<file path="config.mk">
export PLATFORM = sky130hd
export DESIGN_NAME = gpio_regs
export DESIGN_NICKNAME = d
export VERILOG_FILES = /design/src/rtl/gpio_regs_pkg.sv /design/src/rtl/gpio_debounce.sv /design/src/rtl/gpio_regs.sv
export SDC_FILE = /design/constraint.sdc
export NUM_CORES = 1
export LEC_CHECK = 0
export CORE_AREA = 2 2 100 175
export CTS_CLUSTER_SIZE = 25
export DETAILED_ROUTE_END_ITERATION = 7
export DIE_AREA = 0 0 102 177
export PLACE_DENSITY = 0.71
export SYNTH_ARGS = -nofsm -noshare
export SYNTH_HDL_FRONTEND = slang
export SYNTH_SLANG_ARGS = --single-unit
</file>
<file path="constraint.sdc">
create_clock -name clk -period 4.6 [get_ports clk]
set_input_delay 0.92 -clock clk [delete_from_list [all_inputs] [get_ports clk]]
set_output_delay 0.92 -clock clk [all_outputs]
set_load 0.05 [all_outputs]
</file>
<file path="src/rtl/gpio_regs_pkg.sv">
// Shared definitions for the GPIO register bank: register word indices
// and the read-only identification constant.
package gpio_regs_pkg;

    typedef enum logic [2:0] {
        GPIO_OUT     = 3'd0,
        GPIO_OUT_SET = 3'd1,
        GPIO_OUT_CLR = 3'd2,
        GPIO_IN      = 3'd3,
        GPIO_RISE    = 3'd4,
        GPIO_FALL    = 3'd5,
        GPIO_IRQ_EN  = 3'd6,
        GPIO_ID      = 3'd7
    } gpio_reg_t;

    // The enum already owns the name GPIO_ID, so the ID word gets a suffix.
    localparam logic [31:0] GPIO_ID_VALUE = 32'h4750_4901;

endpackage

</file>
<file path="src/rtl/gpio_debounce.sv">
// Single-bit input conditioner: synchroniser chain followed by a
// saturating debounce counter. A new level is accepted only after the
// synchronised input has differed from the stable value for 2^DB_BITS
// consecutive cycles; the acceptance cycle emits a one-cycle edge pulse.
module gpio_debounce
    import gpio_regs_pkg::*;
#(
    parameter int unsigned SYNC_STAGES = 2,
    parameter int unsigned DB_BITS     = 16
) (
    input  logic clk,
    input  logic reset,
    input  logic pin,
    output logic stable,
    output logic rise_pulse,
    output logic fall_pulse
);

    logic [SYNC_STAGES-1:0] sync_q, sync_d;
    logic [DB_BITS-1:0]     cnt_q, cnt_d;
    logic                   stable_q, stable_d;
    logic                   sync;

    assign sync   = sync_q[SYNC_STAGES-1];
    assign stable = stable_q;

    // Next-state: shift the synchroniser, count while the input disagrees,
    // and commit the new level once the counter has saturated.
    always_comb begin
        sync_d     = {sync_q[SYNC_STAGES-2:0], pin};
        cnt_d      = '0;
        stable_d   = stable_q;
        rise_pulse = 1'b0;
        fall_pulse = 1'b0;
        if (sync != stable_q) begin
            if (&cnt_q) begin
                stable_d   = sync;
                rise_pulse = sync;
                fall_pulse = ~sync;
            end else begin
                cnt_d = cnt_q + 1'b1;
            end
        end
    end

    // State registers with synchronous reset.
    always_ff @(posedge clk) begin
        if (reset) begin
            sync_q   <= '0;
            cnt_q    <= '0;
            stable_q <= 1'b0;
        end else begin
            sync_q   <= sync_d;
            cnt_q    <= cnt_d;
            stable_q <= stable_d;
        end
    end

endmodule

</file>
<file path="src/rtl/gpio_regs.sv">
// Parametrised GPIO register bank on the axi_registers strobe interface:
// debounced inputs, write/set/clear outputs, sticky W1C edge status and a
// maskable registered interrupt.
module gpio_regs
    import gpio_regs_pkg::*;
#(
    parameter int unsigned      NIN         = 8,
    parameter int unsigned      NOUT        = 4,
    parameter int unsigned      SYNC_STAGES = 2,
    parameter int unsigned      DB_BITS     = 16,
    parameter logic [NOUT-1:0]  OUT_RESET   = '0
) (
    input  logic            clk,
    input  logic            reset,
    input  logic [2:0]      i_rreg,
    input  logic [2:0]      i_wreg,
    input  logic [31:0]     i_wdata,
    input  logic            i_wr,
    input  logic            i_rd,
    output logic [31:0]     o_rdata,
    input  logic [NIN-1:0]  i_pins,
    output logic [NOUT-1:0] o_pins,
    output logic            o_irq
);

    logic [NOUT-1:0] out_q, out_d;
    logic [NIN-1:0]  rise_q, rise_d;
    logic [NIN-1:0]  fall_q, fall_d;
    logic [NIN-1:0]  irq_en_q, irq_en_d;
    logic            irq_q, irq_d;
    logic [NIN-1:0]  in_stable;
    logic [NIN-1:0]  rise_pulse;
    logic [NIN-1:0]  fall_pulse;
    logic [NIN-1:0]  rise_clr;
    logic [NIN-1:0]  fall_clr;
    gpio_reg_t       wr_sel;
    gpio_reg_t       rd_sel;

    // Reads have no side effects, so the read strobe carries no information.
    logic unused_rd;
    assign unused_rd = i_rd;

    assign wr_sel = gpio_reg_t'(i_wreg);
    assign rd_sel = gpio_reg_t'(i_rreg);
    assign o_pins = out_q;
    assign o_irq  = irq_q;

    for (genvar g = 0; g < NIN; g++) begin : g_in
        gpio_debounce #(
            .SYNC_STAGES (SYNC_STAGES),
            .DB_BITS     (DB_BITS)
        ) u_db (
            .clk        (clk),
            .reset      (reset),
            .pin        (i_pins[g]),
            .stable     (in_stable[g]),
            .rise_pulse (rise_pulse[g]),
            .fall_pulse (fall_pulse[g])
        );
    end

    // Register writes, sticky status update and interrupt evaluation.
    always_comb begin
        out_d    = out_q;
        irq_en_d = irq_en_q;
        rise_clr = '0;
        fall_clr = '0;
        if (i_wr) begin
            case (wr_sel)
                GPIO_OUT:     out_d    = i_wdata[NOUT-1:0];
                GPIO_OUT_SET: out_d    = out_q | i_wdata[NOUT-1:0];
                GPIO_OUT_CLR: out_d    = out_q & ~i_wdata[NOUT-1:0];
                GPIO_RISE:    rise_clr = i_wdata[NIN-1:0];
                GPIO_FALL:    fall_clr = i_wdata[NIN-1:0];
                GPIO_IRQ_EN:  irq_en_d = i_wdata[NIN-1:0];
                default:      ;
            endcase
        end
        // A new edge in the same cycle as a W1C keeps the bit set.
        rise_d = (rise_q & ~rise_clr) | rise_pulse;
        fall_d = (fall_q & ~fall_clr) | fall_pulse;
        irq_d  = |((rise_q | fall_q) & irq_en_q);
    end

    // Register file and interrupt flop with synchronous reset.
    always_ff @(posedge clk) begin
        if (reset) begin
            out_q    <= OUT_RESET;
            rise_q   <= '0;
            fall_q   <= '0;
            irq_en_q <= '0;
            irq_q    <= 1'b0;
        end else begin
            out_q    <= out_d;
            rise_q   <= rise_d;
            fall_q   <= fall_d;
            irq_en_q <= irq_en_d;
            irq_q    <= irq_d;
        end
    end

    // Combinational read mux; unimplemented upper bits read as zero.
    always_comb begin
        o_rdata = '0;
        case (rd_sel)
            GPIO_OUT,
            GPIO_OUT_SET,
            GPIO_OUT_CLR: o_rdata = 32'(out_q);
            GPIO_IN:      o_rdata = 32'(in_stable);
            GPIO_RISE:    o_rdata = 32'(rise_q);
            GPIO_FALL:    o_rdata = 32'(fall_q);
            GPIO_IRQ_EN:  o_rdata = 32'(irq_en_q);
            GPIO_ID:      o_rdata = GPIO_ID_VALUE;
            default:      o_rdata = '0;
        endcase
    end

endmodule

</file>
### Yosys cells after proc, flatten, opt, wreduce, memory -nomap -nowiden

Cells that the tools add are included.

| storage, ports and cells | value |
|---|---|
| output and inout bits | 37 |
| register bits | 181 |
| input bits | 50 |
| word-level logic and storage cells | 153 |

| operators by class | value |
|---|---|
| muxes and demuxes | 38 |
| reductions and logical operators | 31 |
| equal/unequal tests | 20 |
| add/subtract/negate cells | 8 |
| bitwise logic cells | 27 |

Operator list:

| operator | count |
|---|---|
| one-hot mux 32 bit (6 select lines) | 1 |
| AND reduction 17 bit | 8 |
| adder 16 x 1 -> 16 bit (second input constant) | 8 |
| AND reduction 16 bit | 8 |
| 2-to-1 mux 1 bit | 32 |
| 2-to-1 mux 8 bit | 4 |
| OR reduction 3 bit | 9 |
| AND 8 bit | 3 |
| bitwise OR 8 bit | 3 |
| equality test 3 bit (second input constant) | 7 |
| inverter 1 bit | 16 |
| inverter 8 bit | 2 |
| one-hot mux 4 bit (3 select lines) | 1 |
| equality test 3 x 2 -> 1 bit (second input constant) | 3 |
| != test 1 bit | 8 |
| OR reduction 8 bit | 1 |
| equality test 3 x 1 -> 1 bit (second input constant) | 2 |
| logical NOT 3 bit | 2 |
| AND 4 bit | 1 |
| inverter 4 bit | 1 |
| bitwise OR 4 bit | 1 |
| AND reduction 2 bit | 2 |
| nonzero test 3 bit | 1 |

### Logic depth before layout (Yosys ltp)

| depth | value |
|---|---|
| depth in word-level cells | 6 |
| depth in mapped cells | 7 |
| mapped depth without buffers | 5 |

### Cells and area by module

From an unflattened synthesis, not the netlist that was laid out.

| unflattened totals | value |
|---|---|
| cells, all modules | 944 |
| area, all modules | 8371.8 µm² |

Modules (own cells, without submodules):

| module | cells each | area an instance (µm²) | times used |
|---|---|---|---|
| gpio_debounce | 91 | 833.3 | 8 |
| gpio_regs | 216 | 1705.4 | 1 |

### Worst setup path before layout

OpenSTA, ideal clock, no wires.

| timing path | value |
|---|---|
| path type | input -> output |
| start point | input i_rreg[1] |
| end point | output o_rdata[0] |
| data arrival time | 2738 ps |
| stages on the path | 4 |
| setup slack | 942 ps |
| cells stage by stage | clkbuf_1 buf_2 mux2i_1 a222oi_1 |

| between the ends | value |
|---|---|
| word-level cells in the longest chain between the ends | 3 |

Ends and longest elaborated chain:

| what | RTL line | text |
|---|---|---|
| start, declared | gpio_regs.sv:15 | `input logic [2:0] i_rreg,` |
| equality test 3 x 1 -> 1 bit, or another cell as far along | gpio_regs.sv:105 | `case (rd_sel)` |
| OR reduction 3 bit | gpio_regs.sv:105 |  |
| one-hot mux 32 bit (6 select lines) * | gpio_regs.sv:105 |  |
| end, declared | gpio_regs.sv:20 | `output logic [31:0] o_rdata,` |

Every way passes the cells marked *; elsewhere a longest branch is shown, timed or not. The select of a mux whose other input is x is not followed.

### Final worst setup path

| timing path | value |
|---|---|
| start point | input i_rreg[1] |
| end point | output o_rdata[11] |

The elaborated chain is that of the path after synthesis.

==> summary.md <==
| Metric | Value |
|---|---|
| Number of standard cells in the layout, taps in and fillers out | `1,232` |
| Largest cells by area after synthesis | `dfxtp_1, xnor2_1, nor2_1` |
| Worst slew margin relative to its limit | `56.05%` |
| Class of the tightest hold or removal check | `reg -> reg` |
| Cell Area, Synth | `8210 sq um` |
| Gate count after technology mapping | `960` |
| Total buffers and inverters traversed by the critical path | `3` |
| Data arrival time of the critical path | `3.11 ns` |
| Start point of the worst hold path | `g_in[7].u_db.sync_q[0]` |
| Switching power total | `0.7217 mW` |
| Adder-cell share of the synthesized area | `1.219%` |
| Final critical-path required period | `4.034 ns` |
| Proportion of synthesized flip-flops having asynchronous set or reset | `0%` |
| Via count of the first global-routing pass | `6,196` |
| Overall fraction of global-route tracks in use | `18.91%` |
| Number of input and output port buffers inserted | `46` |
| Crit path cell chain | `clkdlybuf4s50_1, buf_4, and3_1, clkdlybuf4s50_1` |
| Peak supply drop | `0.1751 mV` |
| Number of hold buffers added after CTS | `0` |
| Total placed cells including tap cells | `1,200` |
| Max cap viols | `0` |
| Synth-to-layout area growth | `13.27%` |
| DRC errors left | `0` |
| Share of power burned in registers | `49.6%` |
| Critical path startpoint | `i_rreg[1]` |
| Final hold violation count | `0` |
| Clock Tree Root | `clkbuf_16` |
| Final GP Congestion | `0.8373` |
| Die Ht | `177 um` |
| Post-synthesis sequential area ratio | `44.13%` |
| Count of instances resized after the clock tree is built | `0` |
| Layout cells sized above 1 | `7.264%` |
| Primary FF master, synth | `dfxtp_1` |
| Total clock buffers created by CTS | `17` |
| Number of detailed-route iterations in the first pass | `7` |
| Final-report setup violation count | `0` |
| Setup repair after global routing missed its margin | `no` |
| Cell family contributing the most delay on the critical path | `buffers and inverters` |
| Parity-gate share of the synthesized area counting xor and xnor cells | `11.73%` |
| Multiplexer fraction of the synthesized cell area | `0.8534%` |
| Chip width | `102 um` |
| Setup Skew | `0.01125 ns` |
| Fill cell instance count of the final layout | `1,576` |
| Via count | `6,420` |
| Post-Route Setup TNS | `0 ns` |
| Iteration-0 DRC Markers | `249` |
| Fin crit share | `87.70%` |
| Average wire per cell in the routed design | `13.00 um` |
| Global-route wire length before repair | `27,670 um` |
| Buffers inserted by post-CTS timing repair | `0` |
| Post-route cell area | `9300 sq um` |
| Post-synthesis share of cell area spent on and, or, nand and nor gates | `28.50%` |
| Standard cell core area | `16,710 sq um` |
| Clock group share of total power | `45.4%` |
| Largest net degree at the start of global routing | `54` |
| Post-place instance area | `8706 sq um` |
| Avg Synthesized Cell Area | `8.552 sq um` |
| TritonCTS clock tree | `yes` |
| Count of pins on the block boundary | `87` |
| Placement Rows | `63` |
| Number of library cell types mapped by synthesis | `60` |
| Antenna-violating nets left | `0` |
| Power density of the placed cells | `343.5 nW/um^2` |
| Most used cell, CP | `clkdlybuf4s50_1` |
| Synthesized flop and latch total | `181` |
| Dominant combinational cell family by area after synthesis | `simple AND/OR/NAND/NOR gates` |
| Cell-internal power | `2.473 mW` |
| Proportion of power drawn by combinational gates | `5.0%` |
| Net Sw Frac | `22.59%` |
| Clk_lat worst skew | `0.43 ns` |
| Number of slew-limit violations in the final report | `0` |
| Crit start category | `primary input` |
| Status | `complete, no violations` |
| Fraction of synthesized cell area taken by the top area cell type | `44.13%` |
| Crit Path Category | `in -> out` |
| Most instantiated cells after synthesis | `dfxtp_1, nor2_1, xnor2_1` |
| Crit path largest cell delay | `0.85 ns` |
| Final net count | `1,050` |
| Starting Density | `49.13%` |
| Maximum clock insertion buffer count | `2` |
| Number of enable-type register cells in the synthesized netlist | `0` |
| Dpl hpwl | `11,470 um` |
| Kind of capture point of the worst setup path | `output pin` |
| Slowest-stage cell, CP | `clkdlybuf4s50_1` |
| Yosys warning total | `0` |
| Standby leakage power | `2.856 nW` |
| DIE AREA | `18,050 sq um` |
| Most numerous cell in the Yosys netlist | `dfxtp_1` |
| Slew of the pin with the lowest slew margin | `0.6586 ns` |
| Global route overflow | `0` |
| Beginning of the worst register-to-register path | `g_in[0].u_db.cnt_q[0]` |
| Peak fanout along the critical path | `13` |
| Clock input transition at the sequential cells of the worst setup and hold paths | `0.06 ns` |
| Routed wire length | `16,010 um` |
| Antenna cells | `0` |
| Initial antenna violation count | `0` |
| H-Tree Level Count | `4` |
| Max Freq | `247.9 MHz` |
| Number of vias per cell | `5.211` |
| Worst Path Required | `3.68 ns` |
| Compound-cell area share of the yosys netlist | `7.970%` |
| Number of sinks on the clock net | `181` |
| Yosys top cell by area | `dfxtp_1` |
layout make-up:
class / instances / area [sq um] / area share, %
flip-flops and latches: 181 / 3623 / 38.96
clock inverters: 11 / 123.9 / 1.332
repair buffers: 49 / 460.4 / 4.951
well taps: 227 / 284.0 / 3.054
clock buffers: 21 / 470.5 / 5.059
multi-input cells: 702 / 4184 / 44.99
inverters: 41 / 153.9 / 1.655
cells by family after synthesis:
group / Yosys count
AOI/OAI and AO/OA: 100
muxes: 7
DFF: 181
other: 1
buffers and inverters: 91
xor gates and xnor gates: 110
adders and majority gates: 8
and+or+nand+nor: 462
routing by layer:
| layer | track usage (%) | up-vias | wire length (um) |
|---|---|---|---|
| li1 | - | 3303 | - |
| met1 | 22.15 | 2984 | 6952 |
| met2 | 33.83 | 110 | 8060 |
| met3 | 3.278 | 23 | 643 |
| met4 | 7.000 | 0 | 357 |
| met5 | 0 | - | 0 |
power groups by stage:
stage               clock network (mW)  logic [mW]  registers [mW]
floorplan                            0       0.117            1.62
global placement                     0       0.159            1.62
detailed placement                   0       0.160            1.62
CTS                               1.48       0.160            1.59
global route                      1.54       0.172            1.59
finish                            1.45       0.160            1.59
final timing paths:
path         cells after the start  slack (ns)                      to
max                              4        0.57             o_rdata[11]
min                              1        0.44  g_in[7].u_db.sync_q[1]
max reg2reg                      5        2.60   g_in[0].u_db.cnt_q[3]
min reg2reg                      1        0.44  g_in[7].u_db.sync_q[1]
stage by stage:
stage | util [%] | hold slack, ns | total power [mW] | setup WS, ns
after floorplan | - | 0.4138 | 1.740 | 0.9417
after global placement | 52.10 | 0.4271 | 1.780 | 0.5792
after detailed placement | 52.10 | 0.4233 | 1.781 | 0.5593
after CTS | 55.65 | 0.4393 | 3.226 | 0.5567
after global routing | 55.65 | 0.4515 | 3.302 | 0.4460
final | 55.65 | 0.4384 | 3.195 | 0.5658
cell usage in the layout (no fill, tap or decap), types with 8 or more instances in the layout:
| master | n |
|---|---|
| a21oi_1 | 31 |
| nor2_1 | 140 |
| nor2b_1 | 28 |
| conb_1 | 15 |
| dfxtp_1 | 181 |
| inv_1 | 41 |
| o21ai_0 | 28 |
| clkbuf_16 | 17 |
| nor2_2 | 10 |
| ha_1 | 8 |
| clkdlybuf4s50_1 | 38 |
| nand2b_1 | 8 |
| and3_1 | 9 |
| nand3_1 | 52 |
| nand2_1 | 88 |
| nor4_1 | 28 |
| xnor2_1 | 90 |
| buf_4 | 10 |
| nand4_1 | 30 |
| xor2_1 | 20 |
| nor3_1 | 34 |
flip-flops by register name, indices dropped and copies added (netlist names):
name / count
o_pins: 4
g_in.u_db.stable: 8
rise_q: 8
g_in.u_db.sync_q: 16
irq_en_q: 8
fall_q: 8
g_in.u_db.cnt_q: 128
o_irq: 1
(Power assumes the default switching activity.)
